### src/rtl/warp_fetcher.sv
// warp_fetcher: per-warp PC/mask store with round-robin fetch issue.
// Define FETCHER_PERF_COUNTERS_EN to build the fetch/stall counters.

module warp_fetcher #(
   parameter int unsigned PcWidth   = 32,
   parameter int unsigned NumWarps  = 8,
   parameter int unsigned WarpWidth = 32,
   parameter int unsigned WidWidth  = (NumWarps > 1) ? $clog2(NumWarps) : 1
) (
   input  logic                 clk_i,
   input  logic                 rst_ni,
   input  logic                 launch_valid_i,
   output logic                 launch_ready_o,
   input  logic [PcWidth-1:0]   launch_pc_i,
   input  logic [WarpWidth-1:0] launch_act_mask_i,
   output logic [WidWidth-1:0]  launch_warp_id_o,
   input  logic                 ic_ready_i,
   output logic                 fe_valid_o,
   output logic [PcWidth-1:0]   fe_pc_o,
   output logic [WarpWidth-1:0] fe_act_mask_o,
   output logic [WidWidth-1:0]  fe_warp_id_o,
   input  logic                 upd_valid_i,
   input  logic [WidWidth-1:0]  upd_warp_id_i,
   input  logic [PcWidth-1:0]   upd_pc_i,
   input  logic [WarpWidth-1:0] upd_act_mask_i,
   input  logic                 upd_stop_i,
   output logic                 idle_o,
   output logic [31:0]          perf_fetched_o,
   output logic [31:0]          perf_stall_o
);

   typedef enum logic [1:0] {
      W_FREE,
      W_READY,
      W_ISSUED,
      W_WAITING
   } wstate_e;

   wstate_e              state_q [NumWarps];
   wstate_e              state_d [NumWarps];
   logic [PcWidth-1:0]   pc_q    [NumWarps];
   logic [PcWidth-1:0]   pc_d    [NumWarps];
   logic [WarpWidth-1:0] mask_q  [NumWarps];
   logic [WarpWidth-1:0] mask_d  [NumWarps];

   logic                 fe_valid_q, fe_valid_d;
   logic [PcWidth-1:0]   fe_pc_q, fe_pc_d;
   logic [WarpWidth-1:0] fe_mask_q, fe_mask_d;
   logic [WidWidth-1:0]  fe_wid_q, fe_wid_d;
   logic [WidWidth-1:0]  rr_ptr_q, rr_ptr_d;

   logic [NumWarps-1:0]  free_v;
   logic [NumWarps-1:0]  ready_v;
   logic [WidWidth-1:0]  free_id;
   logic                 launch_fire;
   logic                 fe_hs;
   logic                 fe_load;
   logic                 pick_vld;
   logic [WidWidth-1:0]  pick_id;
   int unsigned          arb_idx;
   logic                 upd_hit;
   logic                 upd_live;

   always_comb begin
      free_v  = '0;
      ready_v = '0;
      for (int i = 0; i < int'(NumWarps); i++) begin
         free_v[i]  = (state_q[i] == W_FREE);
         ready_v[i] = (state_q[i] == W_READY);
      end
   end

   // Scan downward so the lowest free slot is the last one written.
   always_comb begin
      free_id = '0;
      for (int i = int'(NumWarps) - 1; i >= 0; i--) begin
         if (free_v[i]) free_id = WidWidth'(i);
      end
   end

   assign launch_ready_o   = |free_v;
   assign launch_warp_id_o = free_id;
   assign launch_fire      = launch_valid_i && launch_ready_o;

   assign fe_hs   = fe_valid_q && ic_ready_i;
   assign fe_load = !fe_valid_q || ic_ready_i;

   always_comb begin
      pick_vld = 1'b0;
      pick_id  = '0;
      arb_idx  = 0;
      for (int unsigned k = 1; k <= NumWarps; k++) begin
         arb_idx = 32'(rr_ptr_q) + k;
         if (arb_idx >= NumWarps) arb_idx = arb_idx - NumWarps;
         if (!pick_vld && ready_v[arb_idx[WidWidth-1:0]]) begin
            pick_vld = 1'b1;
            pick_id  = arb_idx[WidWidth-1:0];
         end
      end
   end

   assign upd_hit  = (state_q[upd_warp_id_i] == W_ISSUED) ||
                     (state_q[upd_warp_id_i] == W_WAITING);
   assign upd_live = upd_valid_i && upd_hit;

   // An update landing on an ISSUED warp wins over the handshake move.
   always_comb begin
      state_d = state_q;
      pc_d    = pc_q;
      mask_d  = mask_q;
      if (launch_fire) begin
         state_d[free_id] = W_READY;
         pc_d[free_id]    = launch_pc_i;
         mask_d[free_id]  = launch_act_mask_i;
      end
      if (fe_load && pick_vld) state_d[pick_id] = W_ISSUED;
      if (fe_hs && state_q[fe_wid_q] == W_ISSUED) begin
         state_d[fe_wid_q] = W_WAITING;
      end
      if (upd_live) begin
         state_d[upd_warp_id_i] = upd_stop_i ? W_FREE : W_READY;
         pc_d[upd_warp_id_i]    = upd_pc_i;
         mask_d[upd_warp_id_i]  = upd_act_mask_i;
      end
   end

   always_comb begin
      fe_valid_d = fe_valid_q;
      fe_pc_d    = fe_pc_q;
      fe_mask_d  = fe_mask_q;
      fe_wid_d   = fe_wid_q;
      rr_ptr_d   = rr_ptr_q;
      if (fe_load) begin
         fe_valid_d = pick_vld;
         if (pick_vld) begin
            fe_pc_d   = pc_q[pick_id];
            fe_mask_d = mask_q[pick_id];
            fe_wid_d  = pick_id;
            rr_ptr_d  = pick_id;
         end
      end
   end

   always_ff @(posedge clk_i or negedge rst_ni) begin
      if (!rst_ni) begin
         for (int i = 0; i < int'(NumWarps); i++) begin
            state_q[i] <= W_FREE;
            pc_q[i]    <= '0;
            mask_q[i]  <= '0;
         end
         fe_valid_q <= 1'b0;
         fe_pc_q    <= '0;
         fe_mask_q  <= '0;
         fe_wid_q   <= '0;
         rr_ptr_q   <= WidWidth'(NumWarps - 1);
      end else begin
         state_q    <= state_d;
         pc_q       <= pc_d;
         mask_q     <= mask_d;
         fe_valid_q <= fe_valid_d;
         fe_pc_q    <= fe_pc_d;
         fe_mask_q  <= fe_mask_d;
         fe_wid_q   <= fe_wid_d;
         rr_ptr_q   <= rr_ptr_d;
      end
   end

   assign fe_valid_o    = fe_valid_q;
   assign fe_pc_o       = fe_pc_q;
   assign fe_act_mask_o = fe_mask_q;
   assign fe_warp_id_o  = fe_wid_q;
   assign idle_o        = (&free_v) && !fe_valid_q;

`ifdef FETCHER_PERF_COUNTERS_EN
   logic [31:0] fetched_q;
   logic [31:0] stall_q;

   always_ff @(posedge clk_i or negedge rst_ni) begin
      if (!rst_ni) begin
         fetched_q <= '0;
         stall_q   <= '0;
      end else begin
         if (fe_hs) fetched_q <= fetched_q + 32'd1;
         if (fe_valid_q && !ic_ready_i) stall_q <= stall_q + 32'd1;
      end
   end

   assign perf_fetched_o = fetched_q;
   assign perf_stall_o   = stall_q;
`else
   assign perf_fetched_o = '0;
   assign perf_stall_o   = '0;
`endif

   upd_target_live: assert property (
      @(posedge clk_i) disable iff (!rst_ni) upd_valid_i |-> upd_hit
   );

endmodule

### config.mk
export PLATFORM = sky130hd
export DESIGN_NAME = warp_fetcher
export DESIGN_NICKNAME = d
export VERILOG_FILES = /design/src/rtl/warp_fetcher.sv
export SDC_FILE = /design/constraint.sdc
export NUM_CORES = 1
export LEC_CHECK = 0
export CORE_ASPECT_RATIO = 0.5
export CORE_UTILIZATION = 59
export CTS_CLUSTER_SIZE = 24
export DETAILED_ROUTE_END_ITERATION = 12
export PLACE_DENSITY_LB_ADDON = 0.08
export RECOVER_POWER = 100
export SLEW_MARGIN = 25
export SYNTH_ARGS = -nofsm -noshare
export SYNTH_HDL_FRONTEND = slang
export SYNTH_SLANG_ARGS = --single-unit
### constraint.sdc
create_clock -name clk_i -period 5.75 [get_ports clk_i]
set_input_delay 0.575 -clock clk_i [delete_from_list [all_inputs] [get_ports clk_i]]
set_output_delay 0.575 -clock clk_i [all_outputs]
set_load 0.005 [all_outputs]
Word-level counts from Yosys, hierarchy flattened
Cells that the tools add are included.
- logic and storage cells: 215
- input bits: 137
- flip-flop bits (word level): 599
- output and inout port bits: 137
- order comparisons: 24
- equality and inequality tests: 11
- add/subtract/negate cells: 16
- bitwise operators: 11
- reductions and logical operators: 38
- multiplexer cells: 86
- operator list (cell ; number):
    $bwmux W256 ; 4
    $mux W256 ; 4
    $bmux W32 S3 ; 2
    $demux W32 S3 ; 2
    $mux W32 ; 6
    $mux W3 ; 24
    $mux W16 ; 4
    $ge A4 B4 Y1 const B ; 11
    $lt A3 B4 Y1 const B ; 8
    $bmux W1 S3 ; 8
    $demux W2 S3 ; 4
    $sub A3 B1 Y3 const B ; 8
    $logic_and A1 B1 Y1 ; 17
    $mux W1 ; 17
    $add A3 B3 Y4 const B ; 4
    $and A8 B8 Y8 ; 2
    $bwmux W16 ; 1
    $eq A2 B1 Y1 const B ; 8
    $logic_not A2 Y1 ; 8
    $lt A4 B1 Y1 const B ; 4
    $mux W2 ; 8
    $not A3 Y4 ; 4
    $not A8 Y8 ; 2
    $or A16 B16 Y16 ; 1
    other kinds (12) ; 25

Depth between registers and ports, before layout
- word-level depth: 39
- depth in mapped cells: 18
- depth with buffers taken out: 11

Worst setup path after synthesis
No wires, ideal clock.
- kind: flip-flop to flip-flop
- from: register rr_ptr_q[1]
- to: register fe_pc_q[10], in the netlist fe_pc_o[10]
- cell stages (with the launch flop): 14
- clock period less this slack: 4.224 ns
- data arrival time: 4.089 ns
- setup time: 0.135 ns
- path buffers: 3
- slack: 1.526 ns
- required time: 5.615 ns
- path through: dfstp_2 > inv_1 > clkbuf_1 > ha_1 > xnor2_1 > mux4_2 > nor4b_2 > o211ai_1 > a22oi_1 > buf_2 > clkbuf_1 > mux2_2 > a221oi_1 > o22ai_1
- longest elaborated chain between the ends: 31
- elaborated cells on any way between the ends: 83
- classes of those cells: add/sub (16); order compare (8); mux (43); bitwise (1); reduce/logical (15)
- ends and longest elaborated chain (element ; RTL line ; RTL):
    start, declared ; 50 ; logic [WidWidth-1:0] rr_ptr_q, rr_ptr_d;
    start signal, assigned ; 155 ; rr_ptr_q <= WidWidth'(NumWarps - 1);
    start signal, assigned ; 164 ; rr_ptr_q <= rr_ptr_d;
    $add A3 B1 Y4 ; 93 ; arb_idx = 32'(rr_ptr_q) + k;
    $ge A4 B4 Y1 / $sub A3 B1 Y3 (equally long branches) ; 94 ; if (arb_idx >= NumWarps) arb_idx = arb_idx - NumWarps;
    $mux W3 ; 94 ;
    $bmux W1 S3 ; 95 ; if (!pick_vld && ready_v[arb_idx[WidWidth-1:0]]) begin
    $mux W1 (implied by the code) ; 95 ;
    $mux W1 ; 95 ;
    $logic_not A1 Y1 ; 95 ;
    $logic_and A1 B1 Y1 ; 95 ;
    (+14 left out) ; n/a ;
    $logic_and A1 B1 Y1 ; 95 ;
    $mux W1 ; 95 ;
    $logic_not A1 Y1 ; 95 ;
    $logic_and A1 B1 Y1 ; 95 ;
    $mux W3 ; 95 ;
    $not A3 Y4 (implied by the code) ; 136 ; fe_pc_d = pc_q[pick_id];
    $bmux W32 S3 ; 136 ;
    $mux W32 (implied by the code) (2 in a row) ; 136 ;
    end signal, assigned ; 161 ; fe_pc_q <= fe_pc_d;
    end, declared ; 47 ; logic [PcWidth-1:0] fe_pc_q, fe_pc_d;
Several ways; a longest one is shown, not always the timed one. The select of a mux whose other input is x is not followed.
A chain may end at the register's enable or synchronous reset.

==> flow_metrics.py <==
metrics = {
    "route": {
        "postRouteAntennaNets": 0,
        "number_of_design_rule_violations_left_by_the_first_detailed_router_iteration": 2832,
        "routed-via-count": 26400,
        "drt_wl_total_microns": 100000,
        "post-route-drc-count": 0,
        "wire_per_inst_microns": 23.6,
        "first_pass_iters": 6,
        "viasPerCell": 6.21,
    },
    "worst_setup_path": {
        "setup.worst_path.start_class": "register",
        "slowest_stage": "sky130_fd_sc_hd__nor2_1",
        "path_cells": "nor2_1 > o32a_1 > o22ai_1 > a21oi_1 > or2_2 > inv_1 > nor2_1 > clkbuf_2 > mux2i_1 > a21oi_1",
        "crit_fanout": 17,
        "timing.rr.start": "state_q[3]",
        "end_kind": "register",
        "worstPathArrival_ns": 5.94,
        "timing.rr.end": "pc_q[105]",
        "path_class": "reg -> reg",
        "worstSetupStartpoint": "state_q[3]",
        "setup_slack_of_the_most_critical_reg_to_reg_path_ns": 0.29,
        "critPathRequiredTime_ns": 6.23,
        "worst-r2r-cell-count": 10,
        "cp_slowest_stage_delay_ns": 2.37,
    },
    "sta": {
        "rsz0062_at_grt": "no",
        "maxClockFrequency_mhz": 183,
        "finalWorstPathRequiredPeriod_ns": 5.46,
        "min_period_over_period_pct": 94.9,
        "report.final.slew_viol_count": 586,
        "final_hold_viol_count": 0,
        "maxSlewHeadroom_pct": -210,
        "setup_viol": 0,
        "skew_ns": 0.0206,
        "setup_tns_ns": 0,
        "transition_time_at_the_pin_with_the_least_slew_margin_ns": 4.66,
    },
    "cts": {
        "cts_repair_resized_insts": 0,
        "post-cts-setup-buffers": 0,
        "cts.path.max_buffers": 3,
        "cts_hold_buffers": 0,
        "cts_tree": "done",
        "cts_htree_levels": 2,
        "worst_setup_hold_path_clk_slew_ns": 0.07,
        "tritoncts_num_sinks": 599,
        "cts_made_buffers": 54,
        "clkLatencyLatePin_ns": 0.62,
        "cts-root-buf": "sky130_fd_sc_hd__clkbuf_16",
    },
    "global_route": {
        "grt_first_pass_wirelength_microns": 154000,
        "first_global_vias": 25200,
        "grt_antenna_before_repair": 2,
        "grt_usage_pct": 34.8,
        "grt_max_degree": 166,
        "overflow_left_after_global_routing": 0,
    },
    "placed_design": {
        "numPlacedInstances": 4153,
        "post-dp-hpwl_microns": 57700,
        "detailed_place.area_sq_mm": 0.0352,
        "port_buffers": 209,
        "gpl.final_weighted_congestion": 0.897,
    },
    "hold_path": {
        "min_delay_path_depth": 1,
        "min-delay-start": "fe_act_mask_o[18]",
        "hold_path.class": "reg -> reg",
        "hold_path_end": "fe_act_mask_o[18]",
    },
    "layout": {
        "design.final.nets": 3595,
        "multiInputGateArea_sq_mm": 0.0163,
        "seqCellArea_sq_mm": 0.0150,
        "final_common_cell": "sky130_fd_sc_hd__mux2i_1",
        "area_growth_syn_to_layout_pct": 11.0,
        "stdcell_area_sq_mm": 0.0369,
        "post_route_cells_drive_above_1_share_pct": 6.61,
        "num-fill-cells": 4474,
        "most-common-layout-cells": "sky130_fd_sc_hd__mux2i_1 (644), sky130_fd_sc_hd__dfrtp_1 (596), sky130_fd_sc_hd__nand2_1 (402)",
        "finished_layout_cells": 4254,
    },
    "synth": {
        "yosysWarnings": 0,
        "share_of_synthesized_registers_carrying_an_async_set_or_reset_pct": 100,
        "synth-main-ff-cell": "sky130_fd_sc_hd__dfrtp_1",
        "synth_enable_flop_cells": 0,
        "synth-seq-cells": 599,
        "synth.yosys.seq_area_share_pct": 45.1,
        "synth_cells": 3530,
        "netlist-cell-type-count": 76,
        "mappedNetlistArea_sq_mm": 0.0333,
        "synth_area_per_cell_sq_um": 9.42,
    },
    "status": {
        "run_status": "finished with violations",
        "failed_checks": "max-capacitance violations, max-slew violations",
    },
    "floorplanning": {
        "fp.dieArea_sq_mm": 0.0574,
        "number_of_placement_rows": 61,
        "die_height_microns": 170,
        "core-area_sq_mm": 0.0556,
        "design.portCount": 274,
        "start_util_pct": 59.8,
        "die_x_microns": 338,
    },
    "job": {
        "cap_violations": 10,
    },
}
[cell type report]
cell class	count	share of cell area, %
inverters	32	0.339
repair buffers	270	7.49
multi-input cells	2499	44.1
clock buffers	83	4.50
clock inverters	13	0.383
flip-flops and latches	599	40.6
well taps	756	2.56
diodes	2	0.0136
[cells in the mapped netlist (30+ instances only)]
library cell | number | area share [%]
sky130_fd_sc_hd__mux2i_1 | 644 | 19
sky130_fd_sc_hd__dfrtp_1 | 596 | 45
sky130_fd_sc_hd__nand2_1 | 402 | 4.5
sky130_fd_sc_hd__a21oi_1 | 399 | 6.0
sky130_fd_sc_hd__nor2_1 | 380 | 4.3
sky130_fd_sc_hd__clkbuf_1 | 266 | 3.0
sky130_fd_sc_hd__o21ai_0 | 208 | 3.1
sky130_fd_sc_hd__buf_4 | 74 | 1.7
sky130_fd_sc_hd__clkbuf_2 | 54 | 0.81
sky130_fd_sc_hd__buf_1 | 35 | 0.39
sky130_fd_sc_hd__a221oi_1 | 32 | 0.84
sky130_fd_sc_hd__inv_1 | 31 | 0.35
sky130_fd_sc_hd__buf_2 | 30 | 0.45
sky130_fd_sc_hd__o32a_1 | 30 | 0.90
[how the worst max path moves through the flow]
stage,endpoint,slack (ns),cells after the start
after CTS,fe_pc_o[18],0.64,11
after global placement,fe_pc_o[1],0.81,11
final,pc_q[105],0.29,10
after detailed placement,fe_pc_o[18],0.67,11
after global routing,fe_act_mask_o[4],0.18,10
after floorplan,fe_pc_o[10],1.53,13
[logic make-up (layout without fill, tap and decap cells)]
| logic type | Yosys count | after routing | synth area share, % |
|---|---|---|---|
| buffers and inverters | 495 | 398 | 6.84 |
| DFF | 599 | 599 | 45.1 |
| AOI/OAI and AO/OA | 835 | 835 | 14.9 |
| xor gates and xnor gates | 3 | 3 | 0.0790 |
| other | 1 | 66 | 0.0113 |
| muxes | 703 | 703 | 22.0 |
| adders and majority gates | 2 | 2 | 0.0752 |
| and+or+nand+nor | 892 | 892 | 11.0 |
[metal layers]
layer	up-vias	track usage (%)	part of all wire, %
met3	160	6.52	8.5
met2	1115	53.8	45
met1	13100	51.0	44
met5	-	0	0
li1	12100	-	-
met4	0	7.73	2.0
[per-stage QoR]
step                utilization, %  worst slack (ns)  hold WS, ns
detailed placement            63.3             0.669        0.499
floorplan                        -              1.53        0.279
CTS                           66.5             0.643       0.0199
global route                  66.4             0.183        0.532
global placement              63.3             0.812        0.499
finish                        66.4             0.294        0.506
[registers in the layout (all words and copies together) (netlist names)]
| signal | count |
|---|---|
| mask_q | 256 |
| fe_valid_o | 1 |
| fe_act_mask_o | 32 |
| fe_pc_o | 32 |
| fe_warp_id_o | 3 |
| state_q | 16 |
| pc_q | 256 |
| rr_ptr_q | 3 |
[critical path: cells and delay by family (launching register included)]
| family | cells | cell delay [ns] |
|---|---|---|
| AO/OA/AOI/OAI | 4 | 0.59 |
| buffers and inverters | 2 | 1.05 |
| flip-flops | 1 | 0.50 |
| multiplexers | 1 | 0.26 |
| AND/OR/NAND/NOR | 3 | 2.89 |
Power is not shown: default switching activity piles up to over one toggle a cycle in this logic, so the estimate is an artifact.
